==> src/rtl/systolic_pq_shiftq.sv <==
// systolic_pq_shiftq
//   Min-first priority queue of DEPTH key/value entries built from a linear
//   array of compare-and-shift cells. Cell 0 always holds the smallest key;
//   equal keys leave in arrival order. The value field is carried unchanged.
//
// Ports
//   clk           rising-edge clock
//   rst_n         asynchronous active-low reset (clears every cell)
//   push_valid_i  producer offers push_data_i
//   push_ready_o  queue can accept an entry (!full)
//   push_data_i   {key[KW+VW-1:VW], value[VW-1:0]}
//   pop_valid_o   head entry valid (!empty)
//   pop_ready_i   consumer takes the head entry
//   pop_data_o    head entry, straight from cell 0 (0 when empty)
//   count_o       number of occupied cells
//   full_o        count_o == DEPTH
//   empty_o       count_o == 0
//   max_data_o    entry in cell count-1 (0 when empty); only present when
//                 SYSTOLIC_PQ_PEEK_MAX_EN is defined
//
// Optional feature macro: SYSTOLIC_PQ_PEEK_MAX_EN

module systolic_pq_shiftq #(
   parameter int unsigned KW    = 8,
   parameter int unsigned VW    = 4,
   parameter int unsigned DEPTH = 8
) (
   input  logic                         clk,
   input  logic                         rst_n,
   input  logic                         push_valid_i,
   output logic                         push_ready_o,
   input  logic [KW+VW-1:0]             push_data_i,
   output logic                         pop_valid_o,
   input  logic                         pop_ready_i,
   output logic [KW+VW-1:0]             pop_data_o,
   output logic [$clog2(DEPTH+1)-1:0]   count_o,
   output logic                         full_o,
`ifdef SYSTOLIC_PQ_PEEK_MAX_EN
   output logic [KW+VW-1:0]             max_data_o,
`endif
   output logic                         empty_o
);

   localparam int unsigned EW = KW + VW;
   localparam int unsigned CW = $clog2(DEPTH + 1);

   // Per-cell update selection.
   typedef enum logic [1:0] {
      CellHold,
      CellShiftUp,
      CellShiftDown,
      CellLoad
   } cell_mode_e;

   logic [DEPTH-1:0][EW-1:0] data_q, data_d;
   logic [DEPTH-1:0]         occ_q, occ_d;
   logic [CW-1:0]            count_q, count_d;

   // Cell contents as they look after an optional pop (shifted down by one).
   logic [DEPTH-1:0][KW-1:0] eff_key;
   logic [DEPTH-1:0]         eff_occ;
   // after[i]: the insertion point lies at or below cell i. Because keys are
   // sorted and free cells sit on top, this vector is thermometer-shaped.
   logic [DEPTH-1:0]         after;

   logic          full, empty;
   logic          push_fire, pop_fire;
   logic [KW-1:0] new_key;

   assign full      = (count_q == CW'(DEPTH));
   assign empty     = (count_q == '0);
   assign push_fire = push_valid_i & ~full;
   assign pop_fire  = pop_ready_i & ~empty;
   assign new_key   = push_data_i[EW-1 -: KW];

   for (genvar g = 0; g < DEPTH; g++) begin : g_cell
      logic [EW-1:0] above_data, below_data;
      logic          above_occ, below_occ, below_after;
      cell_mode_e    mode;

      if (g < DEPTH - 1) begin : g_above
         assign above_data = data_q[g+1];
         assign above_occ  = occ_q[g+1];
      end else begin : g_top
         assign above_data = '0;
         assign above_occ  = 1'b0;
      end

      if (g > 0) begin : g_below
         assign below_data  = data_q[g-1];
         assign below_occ   = occ_q[g-1];
         assign below_after = after[g-1];
      end else begin : g_bottom
         assign below_data  = '0;
         assign below_occ   = 1'b0;
         assign below_after = 1'b0;
      end

      assign eff_key[g] = pop_fire ? above_data[EW-1 -: KW] : data_q[g][EW-1 -: KW];
      assign eff_occ[g] = pop_fire ? above_occ : occ_q[g];
      // Strictly greater keeps equal keys in arrival order.
      assign after[g]   = ~eff_occ[g] | (eff_key[g] > new_key);

      always_comb begin
         mode = pop_fire ? CellShiftDown : CellHold;
         if (push_fire && after[g]) begin
            if (!below_after) begin
               mode = CellLoad;
            end else begin
               // Above the insertion point: the post-pop view of the lower
               // neighbour is this cell itself when popping.
               mode = pop_fire ? CellHold : CellShiftUp;
            end
         end
      end

      always_comb begin
         data_d[g] = data_q[g];
         occ_d[g]  = occ_q[g];
         unique case (mode)
            CellShiftUp: begin
               data_d[g] = below_data;
               occ_d[g]  = below_occ;
            end
            CellShiftDown: begin
               data_d[g] = above_data;
               occ_d[g]  = above_occ;
            end
            CellLoad: begin
               data_d[g] = push_data_i;
               occ_d[g]  = 1'b1;
            end
            default: begin
               data_d[g] = data_q[g];
               occ_d[g]  = occ_q[g];
            end
         endcase
      end
   end

   always_comb begin
      count_d = count_q;
      if (push_fire && !pop_fire) begin
         count_d = count_q + 1'b1;
      end else if (pop_fire && !push_fire) begin
         count_d = count_q - 1'b1;
      end
   end

   always_ff @(posedge clk or negedge rst_n) begin
      if (!rst_n) begin
         data_q  <= '0;
         occ_q   <= '0;
         count_q <= '0;
      end else begin
         data_q  <= data_d;
         occ_q   <= occ_d;
         count_q <= count_d;
      end
   end

   assign push_ready_o = ~full;
   assign pop_valid_o  = ~empty;
   assign pop_data_o   = data_q[0];
   assign count_o      = count_q;
   assign full_o       = full;
   assign empty_o      = empty;

`ifdef SYSTOLIC_PQ_PEEK_MAX_EN
   // Top occupied cell; stays 0 when the queue is empty.
   always_comb begin
      max_data_o = '0;
      for (int i = 0; i < DEPTH; i++) begin
         if (count_q == CW'(i + 1)) begin
            max_data_o = data_q[i];
         end
      end
   end
`endif

endmodule

==> config.mk <==
export PLATFORM = sky130hd
export DESIGN_NAME = systolic_pq_shiftq
export DESIGN_NICKNAME = d
export VERILOG_FILES = /design/src/rtl/systolic_pq_shiftq.sv
export SDC_FILE = /design/constraint.sdc
export NUM_CORES = 1
export LEC_CHECK = 0
export ABC_CLOCK_PERIOD_IN_PS = 11300
export CORE_ASPECT_RATIO = 0.5
export CORE_MARGIN = 1
export CORE_UTILIZATION = 30
export DETAILED_ROUTE_END_ITERATION = 12
export PLACE_DENSITY = 0.43
export SYNTH_ARGS = -nofsm -noshare
export SYNTH_HDL_FRONTEND = slang
export SYNTH_SLANG_ARGS = --single-unit
==> constraint.sdc <==
create_clock -name clk -period 11.3 [get_ports clk]
set_clock_uncertainty 0.1 [all_clocks]
set_input_delay 2.26 -clock clk [delete_from_list [all_inputs] [get_ports clk]]
set_output_delay 2.26 -clock clk [all_outputs]
set_load 0.005 [all_outputs]
* Yosys cells after proc, flatten, opt, wreduce, memory -nomap -nowiden *
Cells that the tools add are included.

storage, ports and cells
  word-level logic and storage cells = 145
  register bits after elaboration = 108
  output and inout port bits = 20
  bits of input ports = 16

operators by class
  $add $sub $neg = 2
  magnitude comparators = 8
  reduce and logical (&&, ||, !) cells = 22
  bitwise logic cells = 20
  mux-type cells = 51
  eq/ne operators = 25

operators with widths
  cell                   number
  $pmux W12 S3           8
  $gt A8 B8 Y1           8
  $mux W8                8
  $eq A2 B2 Y1 const B   16
  $mux W2                16
  $pmux W1 S3            8
  $reduce_bool A3 Y1     8
  $eq A2 B1 Y1 const B   8
  $logic_and A1 B1 Y1    10
  $not A1 Y1             10
  $mux W1                9
  $mux W4                2
  $or A1 B1 Y1           8
  $add A4 B1 Y4 const B  1
  $eq A4 B4 Y1 const B   1
  $logic_not A4 Y1       1
  $sub A4 B1 Y4 const B  1
  $and A1 B1 Y1          2
  $logic_not A1 Y1       2
  $reduce_bool A2 Y1     1

* Longest topological paths before layout *
  word-level depth = 10
  gate-level depth with buffers = 18
  mapped depth without buffers = 12

* Worst setup path after synthesis *
No wires, ideal clock.

  kind = in2reg
  start = input pop_ready_i
  end = register data_q (netlist bit g_cell[5].above_data[10])
  arrival = 5.378 ns
  required time = 11.063 ns
  buffers on the path = 6
  cell stages on the path = 15
  setup time = 0.137 ns
  path slack = 5.685 ns
  cell sequence = o41a_1 buf_6 buf_4 clkbuf_1 clkbuf_1 clkbuf_1 nand2_1 nand2_1 ha_1 and4_1 a211o_1 a21oi_4 mux2i_1 clkbuf_1 a21oi_1

on the way
  longest elaborated chain between the ends = 8
  elaborated cells between the ends (all ways) = 21
  those cells by class = order compare: 2; eq/ne: 3; mux: 9; bitwise: 5; reduce/logical: 2

RTL lines
  element                                                    line      text
  start: declaration                                         34        input logic pop_ready_i,
  $and A1 B1 Y1 (*)                                          73        assign pop_fire = pop_ready_i & ~empty;
  $mux W8 / $mux W1 (equally long branches)                  99, 100
  $gt A8 B8 Y1 / $not A1 Y1 (equally long branches)          102       assign after[g] = ~eff_occ[g] | (eff_key[g] > new_key);
  $or A1 B1 Y1                                               102
  $mux W2 / $logic_and A1 B1 Y1 (equally long branches)      107, 106
  $mux W2 (*)                                                106       if (push_fire && after[g]) begin
  $eq A2 B2 Y1 / $eq A2 B1 Y1 (equally long branches)        120       unique case (mode)
  $pmux W12 S3 / $reduce_bool A3 Y1 (equally long branches)  --
  end signal: assignment                                     156       data_q <= data_d;
  end: declaration                                           55        logic [DEPTH-1:0][EW-1:0] data_q, data_d;

Mark *: on every way between the ends. The rest lies on a longest branch, timed or not.
A chain may end at the register's enable or synchronous reset.

* Worst setup path in the final report *
  start = input pop_ready_i
  end = register data_q (netlist bit g_cell[3].above_data[3])

The elaborated chain is that of the path after synthesis.

==> out/results.tsv <==
metric	value	unit
outcome	complete, no violations	
final_common_cell	nand2_1	
grt_usage	0.2005	
worstMarginPinSlew	1139	ps
boundaryPins	36	
start_util	0.3074	
drive_gt1_frac	0.06830	
antenna_found_initial	0	
cp.required	11500	ps
routabilityCongestion	0.8178	
criticalPathCategory	in2reg	
startpoint_type	input pin	
io_buffers	35	
synth_fp_nets	1070	
core	0.02659	sq mm
wirelength	26840	microns
rsz0062_at_grt	no	
cts_setup_buffers	0	
diodes	0	
synth_area	0.008173	sq mm
hold_viol	0	
final_cell_mix	230 x nand2_1, 108 x dfrtp_1, 82 x nor2_1	
dp_hpwl	19360	microns
fp.dieW	235.4	microns
finalCriticalPeriod	7400	ps
yosys_warnings	0	
cts_tree	built	
setup_viol	0	
die_area	0.02795	sq mm
synth.largest_area_cell	dfrtp_1	
synth_cells	986	
ant_nets	0	
dr.pass1.iters	6	
cts_resized	0	
drv_slew	0	
yosys_register_bits	108	
ys_types	65	
leakagePower	3.876	nW
seq_area_frac_synth	0.3307	
cts.htree.levels	3	
vias	7526	
cts_root_buf	clkbuf_16	
clockBufferDepth	2	
hold_class	reg2reg	
crit_path_max_fanout	76	
grt_max_degree	78	
die_y	118.7	microns
wire_per_inst	20.13	microns
grt_pass1_vias	7382	
relSlewSlack	0.2378	
clk_pin_slew	80	ps
fmax	135.1	MHz
drt-initial-drc-count	781	
finalCritPeriodShare	0.6549	
rows	42	
synth_edf_count	0	
syn_area_per_cell	8.289	sq um
cts_made_buffers	9	
synthArstFlopShare	1.000	
grt_pass1_wl	43930	microns
cp.arrival	7600	ps
insertion_delay	390	ps
areaGrowthSynthToFinish	10.41	%
clock_sinks	108	
synthTopCellsByArea	dfrtp_1 33%, nand2_1 11%, ha_1 10%, nor2_1 3.8%, mux2i_1 3.3%	
drc	0	
drv_cap	0	
layout.nets	1060	
synthFlopType	dfrtp_1	
viasPerCell	5.646	
synth_top_area_share	0.3307	
cts_hold_buf	0	
power.density	301.3	mW/mm^2
fin_setup_tns	0	ps
final_util	0.3394	
worst_setup_path_end_kind	flop	
peakVddDrop	0.07912	mV
grt-ovfl-total	0	
## Yosys cell counts, drive strengths merged (3+ instances only)
cell type / count
and3: 9
nor3: 14
xnor2: 6
dfrtp: 108
a31oi: 8
or3: 12
a21oi: 53
nor2b: 6
a222oi: 22
nand2: 231
a211o: 3
o221a: 26
clkbuf: 28
or2: 4
o22a: 12
nor2: 82
mux2i: 28
nand4: 12
nand2b: 6
buf: 37
o22ai: 14
a21o: 9
mux2: 8
inv: 28
ha: 67
o21a: 14
o211ai: 19
o21ai: 51
a41oi: 24
nand3: 12
and2: 10
## worst paths after layout
kind	startpoint	end	slack, ps	depth (start not counted)
min	g_cell[6].above_data[3]	g_cell[6].above_data[3]	420	1
max	pop_ready_i	g_cell[3].above_data[3]	3900	14
max reg2reg	count_o[2]	g_cell[3].above_data[3]	5590	12
min in group asynchronous	rst_n	g_cell[0].above_data[8]	1740	1
min reg2reg	g_cell[6].above_data[3]	g_cell[6].above_data[3]	420	1
max in group asynchronous	rst_n	g_cell[3].above_data[6]	7940	2
## stage by stage
step	cell area, sq um	setup slack [ps]	hold WS (ps)	power [mW]	std cells
2_1_floorplan	8173	5685	362.8	1.912	986
3_3_place_gp	8730	3592	400.3	2.362	1317
3_5_place_dp	8730	3527	387.5	2.377	1317
4_1_cts	9024	3930	408.6	2.730	1333
5_1_grt	9024	3438	431.0	2.976	1333
6_report	9024	3900	415.0	2.719	1333
## final cells by class
type | instances | area [sq um]
Multi-Input combinational cell | 784 | 5059
Timing Repair Buffer | 44 | 415.4
Sequential cell | 108 | 2703
Fill cell | 2777 | 17570
Tap cell | 352 | 440.4
Clock inverter | 5 | 61.31
Clock buffer | 11 | 232.7
Inverter | 29 | 112.6
## where the power goes
group          switching [mW]  internal, mW  leakage [nW]
clock network           0.168         0.174         0.144
registers               0.260         0.588          1.22
logic                   0.868         0.661          2.51
## worst max-delay path, stage by stage
cell and delay [ps]:
clkdlybuf4s50_1 500, o41a_2 490, clkinv_2 630, buf_4 580, nand2_1 150, o21ai_0 90, ha_1 360, nand4_1 130
or2_2 290, a21o_2 210, o21ai_2 530, mux2i_1 920, nand2_1 150, a41oi_1 250
## cell families (layout without fill, tap and decap cells)
family          Yosys count  in the layout  share of synthesized area
xor+xnor                  7              7                   0.007502
fa+ha+maj                68             68                     0.1050
buf+inv                  94             89                    0.05144
simple gates            402            402                     0.2111
flops                   108            108                     0.3307
compound gates          271            271                     0.2474
mux                      36             36                    0.04685
## layer usage
layer  track usage  routed length [microns]  vias up
li1              -                        -     3586
met5             0                        0        -
met4       0.03186                      201        0
met3       0.04135                     1391       15
met1        0.2990                    13720     3713
met2        0.2988                    11520      212
## sequential cells by signal (all words and copies together), names as in the netlist
name / cells
g_cell.above_data: 84
pop_data_o: 12
occ_q: 8
count_o: 4
Power figures use the tool's default switching activity.
